==> src/rtl/if_stage_pkg.sv <==
// Shared types and defaults for the instruction fetch stage.
package if_stage_pkg;

  localparam int unsigned XLEN = 32;

  typedef logic [XLEN-1:0] word_addr_t;

  typedef enum logic {
    ST_RUN  = 1'b0,
    ST_HALT = 1'b1
  } fsm_e;

  // Address that is in flight to decode, with its liveness flag.
  typedef struct packed {
    logic       valid;
    word_addr_t pc;
  } fetch_slot_t;

  localparam word_addr_t       RESET_PC_DEFAULT  = word_addr_t'(0);
  localparam logic [XLEN-1:0]  HALT_WORD_DEFAULT = XLEN'(0);

endpackage

==> src/rtl/if_pc_reg.sv <==
// Fetch address register and in-flight slot with redirect/stall/advance mux.
module if_pc_reg
  import if_stage_pkg::*;
#(
  parameter word_addr_t RESET_PC = RESET_PC_DEFAULT
) (
  input  logic        clk,
  input  logic        rst_n,
  input  logic        run,
  input  logic        stall,
  input  logic        redirect,
  input  word_addr_t  redirect_pc,
  input  logic        halt_take,
  output word_addr_t  pc_q,
  output fetch_slot_t slot_q
);

  word_addr_t  pc_d;
  fetch_slot_t slot_d;

  // Redirect beats stall; a halting word leaves an empty slot behind it.
  always_comb begin
    pc_d   = pc_q;
    slot_d = slot_q;
    if (run) begin
      if (redirect) begin
        pc_d         = redirect_pc;
        slot_d.pc    = pc_q;
        slot_d.valid = 1'b0;
      end else if (!stall) begin
        pc_d         = pc_q + word_addr_t'(1);
        slot_d.pc    = pc_q;
        slot_d.valid = !halt_take;
      end
    end
  end

  always_ff @(posedge clk or negedge rst_n) begin
    if (!rst_n) begin
      pc_q         <= RESET_PC;
      slot_q.pc    <= RESET_PC;
      slot_q.valid <= 1'b0;
    end else begin
      pc_q   <= pc_d;
      slot_q <= slot_d;
    end
  end

endmodule

==> src/rtl/if_stage.sv <==
// Instruction fetch stage: drives a 1-cycle synchronous imem, hands words to decode, halts on HALT_WORD.
module if_stage
  import if_stage_pkg::*;
#(
  parameter logic [31:0] RESET_PC  = RESET_PC_DEFAULT,
  parameter logic [31:0] HALT_WORD = HALT_WORD_DEFAULT
) (
  input  logic        clk,
  input  logic        rst_n,
  output logic [31:0] imem_addr,
  input  logic [31:0] imem_instr,
  input  logic        id_stall,
  input  logic        redirect,
  input  logic [31:0] redirect_pc,
  output logic        id_valid,
  output logic [31:0] id_instr,
  output logic [31:0] id_pc,
  output logic        halted,
  output logic [31:0] fetch_cnt
);

  fsm_e        fsm_q, fsm_d;
  logic [31:0] fetch_cnt_q, fetch_cnt_d;
  word_addr_t  pc_q;
  fetch_slot_t slot_q;
  logic        run, accept, halt_take;

  assign run       = (fsm_q == ST_RUN);
  assign id_valid  = slot_q.valid && run;
  assign accept    = id_valid && !id_stall && !redirect;
  assign halt_take = accept && (imem_instr == HALT_WORD);

  // During a stall the memory re-reads the held address so id_instr stays put.
  assign imem_addr = (run && id_stall && !redirect) ? slot_q.pc : pc_q;
  assign id_instr  = imem_instr;
  assign id_pc     = slot_q.pc;
  assign halted    = (fsm_q == ST_HALT);
  assign fetch_cnt = fetch_cnt_q;

  if_pc_reg #(
    .RESET_PC (RESET_PC)
  ) u_pc_reg (
    .clk         (clk),
    .rst_n       (rst_n),
    .run         (run),
    .stall       (id_stall),
    .redirect    (redirect),
    .redirect_pc (redirect_pc),
    .halt_take   (halt_take),
    .pc_q        (pc_q),
    .slot_q      (slot_q)
  );

  always_comb begin
    fsm_d       = fsm_q;
    fetch_cnt_d = fetch_cnt_q;
    case (fsm_q)
      ST_RUN: begin
        if (accept)    fetch_cnt_d = fetch_cnt_q + 32'd1;
        if (halt_take) fsm_d       = ST_HALT;
      end
      ST_HALT: fsm_d = ST_HALT;
    endcase
  end

  always_ff @(posedge clk or negedge rst_n) begin
    if (!rst_n) begin
      fsm_q       <= ST_RUN;
      fetch_cnt_q <= 32'd0;
    end else begin
      fsm_q       <= fsm_d;
      fetch_cnt_q <= fetch_cnt_d;
    end
  end

endmodule

==> config.mk <==
export PLATFORM = sky130hd
export DESIGN_NAME = if_stage
export DESIGN_NICKNAME = d
export VERILOG_FILES = /design/src/rtl/if_stage_pkg.sv /design/src/rtl/if_pc_reg.sv /design/src/rtl/if_stage.sv
export SDC_FILE = /design/constraint.sdc
export NUM_CORES = 1
export LEC_CHECK = 0
export ABC_AREA = 1
export CORE_ASPECT_RATIO = 0.6
export CORE_MARGIN = 5
export CORE_UTILIZATION = 35
export DETAILED_ROUTE_END_ITERATION = 12
export GPL_TIMING_DRIVEN = 0
export PLACE_DENSITY_LB_ADDON = 0.1
export SYNTH_ARGS = -nofsm -noshare
export SYNTH_HDL_FRONTEND = slang
export SYNTH_SLANG_ARGS = --single-unit
==> constraint.sdc <==
create_clock -name clk -period 3.9 [get_ports clk]
set_input_delay 0.585 -clock clk [delete_from_list [all_inputs] [get_ports clk]]
set_output_delay 0.585 -clock clk [all_outputs]
set_load 0.05 [all_outputs]
==> run_results.csv, run 1 <==
group,metric,value,unit
global_routing,grt_usage,21.7,%
layout,finalNetCount,1221,
yosys,synth.avg_cell_area,6.79,sq um
floorplan,start_util,35.5,%
layout,insertedDiodeCount,0,
power_and_ir_drop,cellPowerDensity,245,nW/um^2
worst_setup_path,worst-path-buf-inv,4,
layout,area_growth,40.6,%
worst_setup_path,r2r_end,"u_pc_reg.pc_q[16]",
cts,cts_buffer_depth,2,
layout,fill_cells,1806,
status,status,"completed",
route,viasPerCell,4.80,
layout,drive_gt1_share,10.6,%
yosys,synth.ff_latch_count,98,
worst_setup_path,path_cells,"clkdlybuf4s50_1 > inv_2 > nand2_1 > nor2_4 > buf_2 > nand2_1 > o21ai_0 > clkdlybuf4s50_1",
cts,ctsHoldBuffers,0,
cts,cts_tree,"built",
yosys,seq_area_frac_synth,38.3,%
worst_setup_path,critical_path_arrival,3140,ps
place,port_buffers,197,
cts,cts_root_buf,"clkbuf_16",
timing,setup_tns,0,ps
route,drt_pass1_iterations,5,
worst_setup_path,cp.required,3310,ps
worst_setup_path,reg2regPathDepth,8,
cts,cts_buffers,9,
timing,rsz0062_at_grt,"no",
cts,path_clk_slew,70,ps
cts,htreeDepth,3,
power_and_ir_drop,p_sw,0.568,mW
power_and_ir_drop,leakagePower,3.96,nW
place,gp_congestion,0.935,
power_and_ir_drop,power_frac_clock,41.9,%
floorplan,die-height,115,microns
floorplan,dieArea,21200,sq um
min_path,holdCritPathClass,"in -> async",
timing,finalMaxSlewViolations,0,
timing,period_needed,3720,ps
yosys,yosysWarnings,0,
worst_setup_path,reg2reg_setup_slack,1680,ps
timing,fin_crit_sh,95.5,%
worst_setup_path,cp_slowest_stage_delay,870,ps
power_and_ir_drop,p_int,1.64,mW
job,maxCapViolCount,0,
worst_setup_path,slowest_stage,"clkdlybuf4s50_1",
route,vias,6697,
route,postRouteAntennaNets,0,
floorplan,die_x,185,microns
worst_setup_path,endpoint_kind,"output port",
worst_setup_path,cp_max_fo,10,
worst_setup_path,worst_setup_path_start_kind,"primary input",
floorplan,coreArea,18000,sq um
worst_setup_path,setup.worst_path.class,"in -> out",
power_and_ir_drop,ir_worst_vdd,202,uV
layout,layout_common_cells,"nand2_1 (323), clkdlybuf4s50_1 (195), nor2_1 (135), dfrtp_1 (98), o21ai_0 (93)",
power_and_ir_drop,combPwrFrac,12.1,%
cts,cts.sinks,98,
route,drc,0,
timing,hold_violations,0,
timing,setup_violations,0,
floorplan,io_pins,198,
route,drt_wl_total,22700,microns
global_routing,grt_pass1_vias,6426,
timing,max_freq,269,MHz
layout,finalCoreUtilization,49.9,%
global_routing,grt_max_degree,59,
yosys,syn-cell-area,6390,sq um
timing,skew,9.71,ps
yosys,syn_nets,1012,
worst_setup_path,crit_family,"buffers and inverters",
route,drt_iter0_drc,679,
global_routing,grt_pass1_wl,35800,microns
global_routing,grt.overflow.total,0,
power_and_ir_drop,p_sw_share,25.7,%
timing,worst_slew_pin_slew,840,ps
power_and_ir_drop,p_seq_share,46.0,%
yosys,synth_cell_types,33,
global_routing,antenna_found_initial,0,
floorplan,rows,38,
cts,worstSkewPairLatency,350,ps
worst_setup_path,r2r_start,"u_pc_reg.pc_q[1]",
yosys,synthCells,942,
timing,max_slew_margin,44.0,%
route,wl_per_cell,16.3,microns
place,dpl.hpwl,18100,microns
layout,final_common_cell,"nand2_1",
## flip-flops by register name, indices dropped and copies added (netlist names)
| register | flops |
|---|---|
| fetch_cnt | 32 |
| halted | 1 |
| u_pc_reg.pc_q | 32 |
| u_pc_reg.slot_q | 33 |
## synth_stat cells, drive strengths merged
cell | count | area [sq um]
nand2 | 327 | 1240
nor2 | 149 | 638
dfrtp | 98 | 2450
o21ai | 94 | 470
buf | 80 | 572
inv | 73 | 274
nand3 | 41 | 210
a21oi | 13 | 65.1
xor2 | 13 | 114
clkbuf | 11 | 41.3
nor3 | 11 | 66.3
xnor2 | 8 | 70.1
nand3b | 7 | 52.6
nand4 | 5 | 31.3
or2 | 4 | 25.0
ha | 2 | 25.0
o22ai | 2 | 12.5
a211oi | 1 | 7.51
a22o | 1 | 8.76
a31oi | 1 | 6.26
a32o | 1 | 10.0
## stage by stage
stage / power [mW] / cells / hold WS [ps] / instance area, sq um / setup slack (ps)
after global routing: 2.29 / 1396 / 382 / 8990 / 8.66
final: 2.21 / 1396 / 306 / 8990 / 176
after global placement: 1.30 / 1379 / 471 / 8670 / -1880
after floorplan: 1.16 / 942 / 289 / 6390 / 1110
after detailed placement: 1.30 / 1380 / 494 / 8690 / -182
after CTS: 2.23 / 1396 / 353 / 8990 / 143
## worst max-delay path by stage
stage | startpoint | endpoint | depth (start not counted)
floorplan | halted | imem_addr[22] | 3
global placement | rst_n | fetch_cnt[23] | 1
detailed placement | redirect | imem_addr[5] | 8
CTS | redirect | imem_addr[28] | 8
global route | redirect | imem_addr[2] | 7
finish | redirect | imem_addr[29] | 8
## per-layer routing
layer  global-route usage, %  wire (microns)  vias to the layer above
li1                        -               -                     3313
met1                    34.3           11700                     3068
met2                    28.1            8360                      296
met3                    7.17            2410                       20
met4                    4.63             306                        0
met5                       0               0                        -
## power groups by stage
| stage | sequential, mW | combinational, mW | clock (mW) |
|---|---|---|---|
| detailed placement | 1.04 | 0.268 | 0 |
| finish | 1.02 | 0.266 | 0.924 |
| global route | 1.02 | 0.285 | 0.986 |
| floorplan | 1.04 | 0.121 | 0 |
| CTS | 1.02 | 0.269 | 0.947 |
| global placement | 1.04 | 0.266 | 0 |
## worst reg2reg max path: cells and delay by family (launching register included)
kind            cells  cell delay [ps]
compound gates      2              360
flops               1              390
fa+ha+maj           1              300
simple gates        5             1040
## cell families (layout without fill, tap and decap cells)
family,count (synthesis),count (layout),share of synthesized area (%)
adders and majority gates,2,2,0.391
buffers and inverters,164,378,13.9
AOI/OAI and AO/OA,113,113,9.08
DFF,98,98,38.3
and+or+nand+nor,544,544,35.4
xor gates and xnor gates,21,21,2.88
## repair_timing
item,in CTS,in global routing
buffers inserted,0,0
endpoints found under the setup margin,10,1
resized for setup,2,2
gates cloned,0,0
## area by class of cell
cell class	instances	area (sq um)	share of cell area [%]
Sequential cell	98	2450	27.3
Tap cell	240	300	3.34
Multi-Input combinational cell	680	3060	34.0
Inverter	73	274	3.05
Clock inverter	6	66.3	0.737
Buffer	91	614	6.83
Clock buffer	10	229	2.55
Timing Repair Buffer	198	2000	22.2
(Power assumes the default switching activity.)
==> inputs of run 2 (changes only) <==
CORE_MARGIN = not set   (was 5)
GPL_ROUTABILITY_DRIVEN = 0   (was not set)
==> run 2 against run 1 <==
Effect of this change: combinational power barely moved; register-to-register slack improved by 170 ps; final area rose by 1.0%; sequential cell count did not move; utilization rose by 2.0 points; cell count fell by 0.43%; setup slack improved by 0.90 ps; hold slack got worse by 53 ps; clock-buffer cell count did not move; die area fell by 11%; maximum frequency barely moved; non-clock buffer count did not move; largest power group is now the clock network; highest routed layer unchanged.
==> run_results.csv, run 2 (synthesized netlist as in run 1, its figures left out) <==
group,metric,value,unit
floorplan,io_pins,198,
worst_setup_path,path_cells,"clkdlybuf4s50_1 > inv_2 > nand2_1 > nor2_2 > clkbuf_2 > nand2_1 > nand2_1 > clkdlybuf4s50_1",
layout,multi_input_area,3060,sq um
timing,setup_tns,0,ps
cts,cts_tree,"built",
place,dp_slack,24.9,ps
layout,finalCoreUtilization,51.9,%
layout,layout.area.seq,2450,sq um
place,port_buffers,197,
timing,max_freq,269,MHz
global_routing,grt_max_degree,55,
route,drt_wl_total,21600,microns
place,dpl.hpwl,17200,microns
layout,layout_common_cells,"nand2_1 (323), clkdlybuf4s50_1 (188), nor2_1 (135), dfrtp_1 (98), o21ai_0 (93)",
power_and_ir_drop,cellPowerDensity,265,nW/um^2
worst_setup_path,cp.required,3310,ps
timing,hold_ws,253,ps
global_routing,antenna_found_initial,0,
layout,final_common_cell,"nand2_1",
cts,ctsHoldBuffers,0,
global_routing,grt_pass1_wl,34300,microns
worst_setup_path,critical_path_arrival,3140,ps
floorplan,rows,37,
global_routing,grt.overflow.total,0,
power_and_ir_drop,ir_worst_vdd,203,uV
cts,path_clk_slew,70,ps
route,drt_iter0_drc,549,
layout,drive_gt1_share,10.6,%
power_and_ir_drop,power,2.40,mW
cts,cts.sinks,98,
floorplan,start_util,36.5,%
worst_setup_path,setup.worst_path.class,"in -> out",
timing,worst_slew_pin_slew,719,ps
cts,cts_buffer_depth,2,
job,maxCapViolCount,0,
cts,cts_root_buf,"clkbuf_16",
layout,largest_reg_flops,33,
floorplan,die-height,107,microns
timing,skew,9.01,ps
route,wl_per_cell,15.5,microns
cts,htreeDepth,3,
timing,fin_ws,177,ps
worst_setup_path,slowest_stage,"clkdlybuf4s50_1",
floorplan,coreArea,17500,sq um
layout,regMostFlops,"u_pc_reg.slot_q",
worst_setup_path,crit_family,"buffers and inverters",
route,viasPerCell,4.82,
route,vias,6699,
status,status,"completed",
global_routing,grt_pass1_vias,6264,
worst_setup_path,critPathMostFrequentCell,"nand2_1",
floorplan,die_x,177,microns
timing,period_needed,3720,ps
route,postRouteAntennaNets,0,
route,drt_pass1_iterations,5,
cts,cts_buffers,9,
floorplan,dieArea,18800,sq um
timing,hold_violations,0,
layout,insertedDiodeCount,0,
worst_setup_path,cp_max_fo,10,
layout,fill_cells,1761,
layout,finalNetCount,1221,
worst_setup_path,worst-path-buf-inv,4,
power_and_ir_drop,leakagePower,4.15,nW
timing,setup_violations,0,
route,drc,0,
min_path,holdCritPathClass,"in -> async",
worst_setup_path,worst_setup_path_start_kind,"primary input",
cts,worstSkewPairLatency,350,ps
layout,area_growth,42.0,%
global_routing,grt_usage,23.7,%
timing,rsz0062_at_grt,"no",
timing,fin_crit_sh,95.5,%
worst_setup_path,endpoint_kind,"output port",
worst_setup_path,cp_slowest_stage_delay,820,ps
timing,max_slew_margin,52.1,%
timing,finalMaxSlewViolations,0,
==> run 2: changes by cell type in the layout (fill, tap and decap cells not counted) <==
cell / before / now
dlymetal6s2s_1: 0 / 8
clkdlybuf4s50_1: 195 / 188
bufinv_16: 1 / 4
clkinvlp_4: 3 / 0
clkinv_4: 0 / 2
clkbuf_1: 11 / 10
clkbuf_8: 0 / 1
clkinv_2: 1 / 0
dlygate4sd2_1: 1 / 0
inv_6: 1 / 0
nor2_2: 6 / 7
nor2_4: 7 / 6
==> run 2: stage by stage <==
| step | cell area, sq um | std cells |
|---|---|---|
| after global routing | 9080 | 1390 |
| after floorplan | 6390 | 942 |
| after detailed placement | 8680 | 1374 |
| final | 9080 | 1390 |
| after CTS | 9060 | 1390 |
| after global placement | 8660 | 1373 |
==> run 2: worst paths after layout <==
kind | start | to | slack, ps | cells after the start
hold reg to reg | u_pc_reg.slot_q[32] | u_pc_reg.slot_q[32] | 490 | 2
setup reg to reg | u_pc_reg.pc_q[1] | u_pc_reg.pc_q[20] | 1850 | 10
max in group asynchronous | rst_n | fetch_cnt[8] | 2930 | 2
setup / recovery | redirect | imem_addr[5] | 180 | 8
hold / removal | rst_n | u_pc_reg.slot_q[15] | 250 | 1
min in group clk | u_pc_reg.slot_q[32] | u_pc_reg.slot_q[32] | 490 | 2
==> run 2: timing repair <==
item,in CTS,in global routing
setup buffers,0,0
endpoints found under the setup margin,0,9
gates resized for setup,0,10
==> run 2: where the power goes <==
group          switching [mW]  internal (mW)
Clock                   0.410          0.712
Sequential           0.000241           1.02
Combinational           0.143          0.123
==> run 2: layer usage <==
layer | part of all wire [%] | global-route usage [%] | vias up
met5 | 0 | 0 | -
met4 | 0.66 | 3.57 | 0
met3 | 10 | 6.38 | 13
met2 | 37 | 31.0 | 302
met1 | 53 | 38.0 | 3071
li1 | - | - | 3313
==> run 2: final cells by class <==
class                      count  share of cell area (%)
clock inverter                 6                    1.52
inverter                      73                    3.02
multi-input combinational    680                    33.6
clock buffer                  10                    2.63
tap                          234                    3.22
buffer                        91                    6.76
timing repair buffer         198                    22.2
sequential                    98                    27.0
==> run 2: worst register-to-register path: stages, from the launching register on <==
cell	delay, ps
dfrtp_1	410
ha_1	230
nand2_1	90
nor2_1	270
nand2_1	210
nor2_1	370
nand2_1	90
nand2_1	80
nand3_1	70
nand2_1	80
nand2_1	40
